### src/rtl/uart_pixel_decoder_pkg.sv
// Shared types and constants for the UART pixel decoder.
// Optional feature macro: UART_PIX_CRC_EN (adds the CHK state).
package uart_pixel_decoder_pkg;

  localparam logic [7:0] HDR0 = 8'hA5;
  localparam logic [7:0] HDR1 = 8'h5A;

  typedef enum logic [1:0] {
    IDLE,
    HDR,
    PIX
`ifdef UART_PIX_CRC_EN
    ,
    CHK
`endif
  } state_e;

  typedef struct packed {
    logic [3:0] r;
    logic [3:0] g;
    logic [3:0] b;
  } rgb12_t;

endpackage

### src/rtl/uart_pixel_decoder_timeout.sv
// Inter-byte gap counter: cleared by every accepted byte, counts while
// enabled, and flags expiry after TIMEOUT_CYCLES consecutive idle cycles.
module uart_pix_timeout #(
  parameter int unsigned TIMEOUT_CYCLES = 500000
) (
  input  logic clk,
  input  logic rst_n,
  input  logic clear,
  input  logic enable,
  output logic expired
);

  localparam int unsigned CW = $clog2(TIMEOUT_CYCLES + 1);
  localparam logic [CW-1:0] LAST = CW'(TIMEOUT_CYCLES - 1);

  logic [CW-1:0] cnt_q, cnt_d;

  // Next count: a byte always wins over expiry, expiry restarts the count.
  always_comb begin
    // NOTE: every output of a combinational block gets a default first so
    // no path leaves it unassigned, which would infer a latch.
    expired = enable && !clear && (cnt_q == LAST);
    cnt_d   = cnt_q;
    if (clear || expired) begin
      cnt_d = '0;
    end else if (enable) begin
      cnt_d = cnt_q + CW'(1);
    end
  end

  // Count register.
  always_ff @(posedge clk or negedge rst_n) begin
    // NOTE: sequential state uses non-blocking assignments so every flop
    // samples pre-edge values regardless of process ordering.
    if (!rst_n) cnt_q <= '0;
    else        cnt_q <= cnt_d;
  end

endmodule

### src/rtl/uart_pixel_decoder.sv
// UART byte stream to 12-bit pixel decoder with frame framing, timeout
// recovery and good/bad frame counters.
// Optional: define UART_PIX_CRC_EN to append and verify an XOR checksum byte.
module uart_pixel_decoder
  import uart_pixel_decoder_pkg::*;
#(
  parameter int unsigned PANEL_ROWS     = 64,
  parameter int unsigned PANEL_COLS     = 64,
  parameter int unsigned COLOR_DEPTH    = 4,
  parameter int unsigned TIMEOUT_CYCLES = 500000
) (
  input  logic                     clk,
  input  logic                     rst_n,
  input  logic                     rx_valid,
  output logic                     rx_ready,
  input  logic [7:0]               rx_data,
  output logic                     pix_sync,
  output logic                     pix_valid,
  output logic [3*COLOR_DEPTH-1:0] pix_rgb,
  output logic                     frame_done,
  output logic                     frame_err,
  output logic [15:0]              frame_cnt,
  output logic [7:0]               err_cnt
);

  localparam int unsigned NPIX = PANEL_ROWS * PANEL_COLS;
  localparam int unsigned PCW  = $clog2(NPIX) + 1;
  localparam logic [PCW-1:0] LAST_PIX = PCW'(NPIX - 1);

  if (COLOR_DEPTH != 4) begin : g_bad_depth
    $error("uart_pixel_decoder: COLOR_DEPTH must be 4");
  end

  state_e         state_q, state_d;
  logic [1:0]     phase_q, phase_d;
  logic [PCW-1:0] pix_cnt_q, pix_cnt_d;
  logic [7:0]     byte_q, byte_d;
  rgb12_t         pix_rgb_q, pix_rgb_d;
  logic           pix_sync_q, pix_sync_d;
  logic           pix_valid_q, pix_valid_d;
  logic           frame_done_q, frame_done_d;
  logic           frame_err_q, frame_err_d;
  logic [15:0]    frame_cnt_q, frame_cnt_d;
  logic [7:0]     err_cnt_q, err_cnt_d;
  logic           rx_ready_q;
  logic           accept, expired, in_frame;
`ifdef UART_PIX_CRC_EN
  logic [7:0]     crc_q, crc_d;
`endif

  assign accept = rx_valid && rx_ready_q;

  uart_pix_timeout #(.TIMEOUT_CYCLES(TIMEOUT_CYCLES)) u_timeout (
    .clk     (clk),
    .rst_n   (rst_n),
    .clear   (accept),
    .enable  (state_q != IDLE),
    .expired (expired)
  );

  // Framing FSM, payload unpacking and status pulses.
  always_comb begin
    state_d      = state_q;
    phase_d      = phase_q;
    pix_cnt_d    = pix_cnt_q;
    byte_d       = byte_q;
    pix_rgb_d    = pix_rgb_q;
    pix_sync_d   = 1'b0;
    pix_valid_d  = 1'b0;
    frame_done_d = 1'b0;
    frame_err_d  = 1'b0;
`ifdef UART_PIX_CRC_EN
    crc_d        = crc_q;
    in_frame     = (state_q == PIX) || (state_q == CHK);
`else
    in_frame     = (state_q == PIX);
`endif
    if (accept) begin
      case (state_q)
        IDLE: if (rx_data == HDR0) state_d = HDR;
        HDR: begin
          if (rx_data == HDR1) begin
            state_d    = PIX;
            pix_sync_d = 1'b1;
            phase_d    = 2'd0;
            pix_cnt_d  = '0;
`ifdef UART_PIX_CRC_EN
            crc_d      = '0;
`endif
          end else if (rx_data != HDR0) begin
            state_d = IDLE;
          end
        end
        PIX: begin
          byte_d = rx_data;
`ifdef UART_PIX_CRC_EN
          crc_d  = crc_q ^ rx_data;
`endif
          case (phase_q)
            2'd0: phase_d = 2'd1;
            2'd1: begin
              phase_d     = 2'd2;
              pix_valid_d = 1'b1;
              pix_rgb_d   = {byte_q, rx_data[7:4]};
              pix_cnt_d   = pix_cnt_q + PCW'(1);
            end
            default: begin
              phase_d     = 2'd0;
              pix_valid_d = 1'b1;
              pix_rgb_d   = {byte_q[3:0], rx_data};
              pix_cnt_d   = pix_cnt_q + PCW'(1);
              if (pix_cnt_q == LAST_PIX) begin
`ifdef UART_PIX_CRC_EN
                state_d      = CHK;
`else
                state_d      = IDLE;
                frame_done_d = 1'b1;
`endif
              end
            end
          endcase
        end
`ifdef UART_PIX_CRC_EN
        CHK: begin
          state_d      = IDLE;
          frame_done_d = (rx_data == crc_q);
          frame_err_d  = (rx_data != crc_q);
        end
`endif
        default: state_d = IDLE;
      endcase
    end else if (expired) begin
      state_d     = IDLE;
      frame_err_d = in_frame;
    end

    frame_cnt_d = frame_cnt_q + 16'(frame_done_d);
    err_cnt_d   = (frame_err_d && (err_cnt_q != 8'hFF)) ? err_cnt_q + 8'd1 : err_cnt_q;
  end

  // State and output registers.
  always_ff @(posedge clk or negedge rst_n) begin
    if (!rst_n) begin
      state_q      <= IDLE;
      phase_q      <= '0;
      pix_cnt_q    <= '0;
      byte_q       <= '0;
      pix_rgb_q    <= '0;
      pix_sync_q   <= 1'b0;
      pix_valid_q  <= 1'b0;
      frame_done_q <= 1'b0;
      frame_err_q  <= 1'b0;
      frame_cnt_q  <= '0;
      err_cnt_q    <= '0;
      rx_ready_q   <= 1'b0;
`ifdef UART_PIX_CRC_EN
      crc_q        <= '0;
`endif
    end else begin
      state_q      <= state_d;
      phase_q      <= phase_d;
      pix_cnt_q    <= pix_cnt_d;
      byte_q       <= byte_d;
      pix_rgb_q    <= pix_rgb_d;
      pix_sync_q   <= pix_sync_d;
      pix_valid_q  <= pix_valid_d;
      frame_done_q <= frame_done_d;
      frame_err_q  <= frame_err_d;
      frame_cnt_q  <= frame_cnt_d;
      err_cnt_q    <= err_cnt_d;
      rx_ready_q   <= 1'b1;
`ifdef UART_PIX_CRC_EN
      crc_q        <= crc_d;
`endif
    end
  end

  assign rx_ready   = rx_ready_q;
  assign pix_sync   = pix_sync_q;
  assign pix_valid  = pix_valid_q;
  assign pix_rgb    = pix_rgb_q;
  assign frame_done = frame_done_q;
  assign frame_err  = frame_err_q;
  assign frame_cnt  = frame_cnt_q;
  assign err_cnt    = err_cnt_q;

endmodule
### config.mk
export PLATFORM = sky130hd
export DESIGN_NAME = uart_pixel_decoder
export DESIGN_NICKNAME = d
export VERILOG_FILES = /design/src/rtl/uart_pixel_decoder_pkg.sv /design/src/rtl/uart_pixel_decoder_timeout.sv /design/src/rtl/uart_pixel_decoder.sv
export SDC_FILE = /design/constraint.sdc
export NUM_CORES = 1
export LEC_CHECK = 0
export CORE_UTILIZATION = 40
export DETAILED_ROUTE_END_ITERATION = 6
export GPL_ROUTABILITY_DRIVEN = 0
export PLACE_DENSITY_LB_ADDON = 0.1
export SLEW_MARGIN = 20
export SYNTH_ARGS = -nofsm -noshare
export SYNTH_HDL_FRONTEND = slang
export SYNTH_SLANG_ARGS = --single-unit
export TNS_END_PERCENT = 1
### constraint.sdc
create_clock -name clk -period 3.6 [get_ports clk]
set_input_delay 0.54 -clock clk [delete_from_list [all_inputs] [get_ports clk]]
set_output_delay 0.54 -clock clk [all_outputs]
set_load 0.01 [all_outputs]
==> run summary, run 1 <==
The number of buffers inserted by post-CTS setup repair is 0. Data arrives at the worst endpoint at 3.07 ns. The number of flops mapped to enable cells by yosys was 0. The slowest stage cell on the critical path was sky130_fd_sc_hd__nor3_1. The tools report the share of the core filled with cells as 0.505.

The flop-to-flop setup slack was 0.78 ns; the total wire length was 8100 um. The final setup violation count is 0. Clock-pin slew was measured on the worst setup and hold paths at 0.09 ns.

IR analysis of the VDD net gives a maximum drop of 0.000247 V. The logs give 36 for the number of cell rows and 116 for the number of DRC markers in iteration 0. Adding up every negative setup slack in the final design gives 0 ns. The number of stages on the worst setup path is 10.

At the end of the flow, the number of nets in the layout was 460. The residual overflow from global routing came out at 0. The routing usage on met3 came out at 0.0422. Setup repair after global routing left no endpoint under its margin. The number of synthesized register bits came out at 85.

TritonCTS built the clock tree. The run gives 0.230 as the global routing met1 resource utilization. The post-synthesis area per instance was 10.7 um2. In this run the worst path has a maximum fanout of 5. The tools report the area of the mapped netlist as 4120 um2. The logs give 1.70 mW for the overall power of the completed layout and 0 for the antenna diode instance count.

The kind of end point of the critical path was a register. The signed area change from the synthesized netlist to the final layout was 20.8%. The headroom to the max-slew limit came out at 0.524.

The tools report the number of routed nets with antenna violations as 0. Static timing analysis puts the maximum clock frequency at 354 MHz. Via count of the first global-routing pass: 3021. The element type at the critical path start is a register.

Ratio of cells with drive above 1 in the final layout: 0.108. The ratio of final minimum period to clock period came out at 0.785. Together, buffers and inverters on the worst path number 0. By area the synthesized netlist is led by sky130_fd_sc_hd__dfrtp_1 52%, sky130_fd_sc_hd__xnor2_1 4.0%, sky130_fd_sc_hd__xor2_1 4.0%, sky130_fd_sc_hd__nand2_1 3.4%, sky130_fd_sc_hd__nor2_1 3.3%. In this run, distinct cell masters in the synthesized netlist total 62. The slew at the pin with the worst max-slew slack is 0.713 ns.

The flow ran to the end, and the final reports show no timing, DRC or antenna violations. The most critical setup path has its endpoint at frame_cnt[11]$_DFF_PN0_. The worst register-to-register path ends at frame_cnt[11]$_DFF_PN0_. The logs give 0.168 for the overall global routing resource usage and 2981 for the total via count in the routed design.

In this design, the stage delay of the slowest critical-path cell is 0.43 ns. Met2 usage: 0.260. The worst hold path belongs to the class in2async.

The run gives 403 as the net count after synthesis. On the critical path the largest part of the delay comes from simple AND/OR/NAND/NOR gates. The final count of pins violating max slew was 0; the data required time of the critical path was 3.85 ns.

The later pin in the worst-skew pair is clocked with a latency of 0.36 ns. The most heavily used metal layer in global routing was met2. The starting utilization of the core area is 0.418, and the count of instances resized after the clock tree is built is 0. The run gives 0 as the number of buffers added to fix hold violations after cts. The path depth of the worst reg2reg path works out to 10.

The pre-antenna-repair detailed-routing pass consisted of 4 iterations. Max-cap violations in this run came to 0. The tools report the final count of hold timing violations as 0. The proportion of netlist area held by the largest area contributor was 0.516; the number of DRC violations after detailed routing was 0.

Among all cell types in the netlist, the one instantiated most often is sky130_fd_sc_hd__dfrtp_1. The origin of the critical flop-to-flop path is pix_cnt_q[1]$_DFFE_PN0P_. Measured along the y axis, the die boundary spans 104 um.

In this run the static leakage power is 2.24 nW. The power density normalized to cell area was 341 nW/um2. The most critical setup path has its startpoint at pix_cnt_q[1]$_DFFE_PN0P_. Of all cell types, the one taking the most synthesized area is sky130_fd_sc_hd__dfrtp_1. The logs give 3 for the H-tree depth and 9 for the number of buffers created by CTS. The share of synthesized flip-flops with an asynchronous set or reset came out at 1.00. The tools report the clock tree buffer depth as 2. The cell count after synthesis came out at 384.

The fraction of the yosys area taken by sequential cells came out at 0.516. The logs give 0.0121 ns for the setup clock skew after layout and 14700 um for the global-route wire length before repair. The tree is rooted in a sky130_fd_sc_hd__clkbuf_8. Using the TritonRoute via totals, the vias-per-cell ratio works out to 5.15. The worst setup path is of the reg2reg kind. The final critical-path required period is 2.82 ns. The logs give 58 for the maximum number of pins on one net before global-route repair and 85 for the count of clock tree sinks. The total of buffers placed on input and output ports was 51. Ranked by instance count, the synthesized netlist is headed by 85 x sky130_fd_sc_hd__dfrtp_1, 37 x sky130_fd_sc_hd__nand2_1, 36 x sky130_fd_sc_hd__nor2_1, 24 x sky130_fd_sc_hd__o21ai_0. Dividing the detail-routed wire length by the instance count gives 14.0 um.

The core region area was 9860 um2; the I/O pin total was 52. The width of the die was 104 um; the number of antenna violations at the first check in global routing was 0. The most used flip-flop cell after synthesis was sky130_fd_sc_hd__dfrtp_1.

The post-detailed-placement half-perimeter wirelength is 5710 um. After filler insertion, the fill cell instance count of the layout stands at 919. During synthesis, Yosys emitted a total of 0 warnings. The die footprint is 10700 um2.

Traced cell by cell, the critical path runs through ha_1 > nand4_1 > nor4_1 > and3_1 > ha_1 > nand3_1 > nor3_1 > and3_1 > nand3_1 > xnor2_1.
## cell families (layout without fill, tap and decap cells)
family          after synthesis  count (layout)  share of synthesized area
flops                        85              85                      0.516
fa+ha+maj                     8               8                     0.0243
xor+xnor                     38              38                     0.0807
mux                          24              24                     0.0616
simple gates                161             161                      0.222
other cells                   1               1                   0.000909
buf+inv                      19              81                     0.0209
compound gates               48              48                     0.0740
## per-layer routing
layer  vias up  share of wire
li1       1488              -
met4         0          0.017
met1      1432           0.49
met2        53           0.45
met5         -              0
met3         8          0.037
## worst min-delay path by stage
stage                                        from                       to  slack, ns
after floorplan                             rst_n    byte_q[0]$_DFFE_PN0P_       0.24
after global placement     pix_rgb[6]$_DFFE_PN0P_   pix_rgb[6]$_DFFE_PN0P_       0.46
after detailed placement  frame_cnt[15]$_DFF_PN0_  frame_cnt[15]$_DFF_PN0_       0.46
after CTS                                   rst_n      pix_valid$_DFF_PN0_       0.25
after global routing                        rst_n      pix_valid$_DFF_PN0_       0.28
final                                       rst_n      pix_valid$_DFF_PN0_       0.23
## layout by cell type, fill, tap and decap left out, drive strengths merged, types with 2 or more instances in the layout
cell type	instances
o21ai	26
xor2	19
nor2	37
a21oi	5
mux2i	13
a31oi	2
nand2b	2
a211oi	2
o31ai	5
clkinv	3
nor4	5
nand3	19
clkdlybuf4s50	50
and2	2
buf	6
nor2b	2
nand2	38
and3	10
nand4	15
or4	5
and4	2
inv	10
o2bb2ai	2
and4bb	2
ha	8
clkbuf	10
mux2	11
or3	3
nand4b	3
xnor2	19
nor3	7
dfrtp	85
nand4bb	2
## through the flow
| stage | cell area, um2 | std cells | hold WS, ns | worst slack [ns] |
|---|---|---|---|---|
| 2_1_floorplan | 4120 | 384 | 0.244 | 1.06 |
| 3_3_place_gp | 4780 | 563 | 0.463 | 0.682 |
| 3_5_place_dp | 4780 | 563 | 0.463 | 0.620 |
| 4_1_cts | 4980 | 579 | 0.249 | 0.779 |
| 5_1_grt | 4980 | 579 | 0.282 | 0.506 |
| 6_report | 4980 | 579 | 0.228 | 0.775 |
## state kept, by name (all words and copies together) (netlist names)
name and flops:
u_timeout.cnt_q 19, frame_done 1, state_q 2, pix_sync 1
pix_valid 1, frame_err 1, err_cnt 8, rx_ready 1
byte_q 8, phase_q 2, pix_cnt_q 13, pix_rgb 12
frame_cnt 16
## cell type report
cell class                 instances  area, um2  share of cell area
clock buffer                      10        128              0.0256
clock inverter                     6       72.6              0.0146
inverter                           9       33.8             0.00678
multi-input combinational        280       1910               0.383
sequential                        85       2130               0.427
tap                              133        166              0.0334
timing repair buffer              56        546               0.109
## report_power, final
part | internal, mW | total (mW) | switching [mW] | leakage [nW]
combinational | 0.0186 | 0.0546 | 0.0360 | 0.970
sequential | 0.956 | 0.958 | 0.00242 | 1.18
clock | 0.327 | 0.687 | 0.360 | 0.0971
(Power assumes the default switching activity.)
==> run 2: changes to the inputs <==
- clock period: 3.6 -> 2.8 ns (I/O delays scaled with it)
==> run 2 against run 1 <==
  * Die area unchanged
  * Combinational power rose by 35%
  * Largest power group unchanged
  * Sequential power rose by 28%
  * Highest routed layer unchanged
  * Total power up 30%
  * Clock skew barely moved
==> run summary, run 2 (same netlist as run 1, synthesis figures left out) <==
The run gives 9860 um2 as the core region area. The highest fanout seen on the critical path was 5; the buffers plus inverters on the worst setup path was 0. The run gives 0 as the final count of hold timing violations. The detailed router placed 3017 vias in this run. Once placement finished, the instance area stood at 4820 um2.

The path depth of the worst reg2reg path was 10; the total wire length was 8250 um. The run gives 0 as the antenna diode instance count. For the I/O pin total, the log shows 52. The ratio of cells with drive above 1 in the final layout is 0.122. The path class of the tightest hold or removal check is in2async.

The width of the die came out at 104 um. The finished cells cover 5040 um2. The run gives 0.511 as the share of the core filled with cells.

The count of placed standard cells including taps is 566. The number of cell rows was 36; the die span in y was 104 um. Number of buffers added to fix hold violations after cts: 0. The H-tree depth was 3.

The logs give 0 for the final count of pins violating max slew and 0 for the residual overflow from global routing. The leading cell type in the layout, fill and taps excluded is sky130_fd_sc_hd__dfrtp_1. Traced cell by cell, the critical path runs through ha_1 > nand4_1 > nor4_2 > and3_1 > ha_1 > ha_1 > nand2_1 > nor3_2 > nand4_1 > xnor2_1.

Headroom to the max-slew limit: 0.537. The number of stages on the worst setup path was 10; the ratio of final minimum period to clock period was 0.909. The register bank with the most flops was u_timeout.cnt_q. The detailed router finished its first iteration with 181 violations. In the routed layout, each cell is associated on average with a via count of 5.18.

In this run the post-CTS setup repair buffer count came out at 0. The flow ran to the end, and the final reports show no timing, DRC or antenna violations. Relative to the synthesized area, the layout overhead comes to 22.2%.

Critical path class: reg2reg. After clock tree synthesis, the clock-pin slew on the worst setup and hold paths is 0.10 ns. The number of antenna violations at the first check in global routing was 0; the number of buffers created by CTS was 9. The run gives 2.21 mW as the overall power of the completed layout. The net count of the finished layout is 463. Slowest stage cell on the critical path: sky130_fd_sc_hd__dfrtp_1. The static leakage came out at 2.26 nW.

The total of buffers placed on input and output ports was 51; the setup clock skew after layout was 0.0122 ns. The peak ir drop on the vdd network was 0.000191 V; the count of clock tree sinks was 85. Overall global routing resource usage: 0.163.

In this run the deepest clock path goes through 2 buffers. The maximum number of pins on one net before global-route repair was 51; the final critical-path required period was 2.55 ns. The power density normalized to cell area is 438 nW/um2.

Final setup violation count: 0. The run gives 0.418 as the starting utilization of the core area. The logs give 393 MHz for the top achievable clock speed and 0.25 ns for the flop-to-flop setup slack.

The number of DRC violations after detailed routing is 0. For the pin with the worst max-slew slack, the measured transition is 0.692 ns. For this run, the slowest stage of the critical path takes 0.40 ns. The number of flip-flops under the largest register name is 19, and the count of maximum capacitance violations is 0.

Setup TNS: 0 ns. The worst register-to-register path begins at pix_cnt_q[0]$_DFFE_PN0P_. The floorplan step defined a die boundary enclosing 10700 um2.

The final routed wire length divided by cell count was 14.2 um. Detailed placement finished with a half-perimeter wire length of 5740 um. CTS placed an instance of sky130_fd_sc_hd__clkbuf_8 at the clock tree root. STA classifies the critical path endpoint as a register. The most critical setup path has its startpoint at pix_cnt_q[0]$_DFFE_PN0P_.

The worst setup path is launched from a register. End of the worst register-to-register path: frame_cnt[10]$_DFF_PN0_. The dominant cell type by count on the critical path was sky130_fd_sc_hd__ha_1. The tools report the global-route wire length before repair as 14300 um. The family with the most delay on the worst path was simple AND/OR/NAND/NOR gates.

The total iterations of the first detailed-routing run came out at 4. The run gives 3.05 ns as the data required time of the critical path. TritonCTS built the clock tree. In this run the remaining antenna-violating nets after routing total 0. The run gives 582 as the final cell count without fillers.

STA puts the critical path data arrival time at 2.79 ns. The top cell types in the final layout, fill and taps aside, are 85 x sky130_fd_sc_hd__dfrtp_1, 50 x sky130_fd_sc_hd__clkdlybuf4s50_1, 37 x sky130_fd_sc_hd__nand2_1, 36 x sky130_fd_sc_hd__nor2_1, 24 x sky130_fd_sc_hd__o21ai_0. The logs give 3022 for the via count of the first global-routing pass and 0.35 ns for the clock insertion delay at the later pin of the skew report.
-- run 2: repair_timing --
action                                 in CTS  in global routing
setup endpoints to repair                   0                  6
endpoints found under the hold margin       0                  0
resized for setup                           0                  3
-- run 2: metal layers --
metal,share of wire,GRT usage,vias up
li1,-,-,1488
met1,0.53,0.236,1458
met2,0.43,0.241,63
met3,0.035,0.0334,8
met4,0.012,0.0590,0
met5,0,0,-
-- run 2: worst reg2reg max path, stage by stage (launching register included) --
cell and delay (ns):
sky130_fd_sc_hd__dfrtp_1 0.40, sky130_fd_sc_hd__ha_1 0.24, sky130_fd_sc_hd__nand4_1 0.16, sky130_fd_sc_hd__nor4_2 0.34, sky130_fd_sc_hd__and3_1 0.25, sky130_fd_sc_hd__ha_1 0.18, sky130_fd_sc_hd__ha_1 0.22, sky130_fd_sc_hd__nand2_1 0.10
sky130_fd_sc_hd__nor3_2 0.25, sky130_fd_sc_hd__nand4_1 0.16, sky130_fd_sc_hd__xnor2_1 0.15
-- run 2: area by class of cell --
type,instances,area [um2]
repair buffers,59,581
flip-flops and latches,85,2130
fillers,871,4820
inverters,9,33.8
well taps,133,166
clock inverters,7,81.3
multi-input cells,280,1930
clock buffers,9,124
-- run 2: worst max path at each step --
stage	to	slack, ns
6_report	frame_cnt[10]$_DFF_PN0_	0.25
3_3_place_gp	frame_cnt[10]$_DFF_PN0_	0.21
2_1_floorplan	frame_cnt[11]$_DFF_PN0_	0.26
3_5_place_dp	frame_cnt[10]$_DFF_PN0_	0.07
5_1_grt	frame_cnt[10]$_DFF_PN0_	-0.002
4_1_cts	frame_cnt[10]$_DFF_PN0_	0.06
-- run 2: power breakdown --
part	internal [mW]	total, mW	switching [mW]
Combinational	0.0261	0.0737	0.0476
Clock	0.425	0.901	0.476
Sequential	1.23	1.23	0.00317
Total	1.68	2.21	0.526
-- run 2: metrics by stage --
| step | worst slack [ns] | hold WS, ns |
|---|---|---|
| after global placement | 0.208 | 0.415 |
| final | 0.254 | 0.0128 |
| after CTS | 0.0634 | 0.0229 |
| after detailed placement | 0.0677 | 0.412 |
| after global routing | -0.00182 | 0.0370 |
| after floorplan | 0.263 | 0.124 |
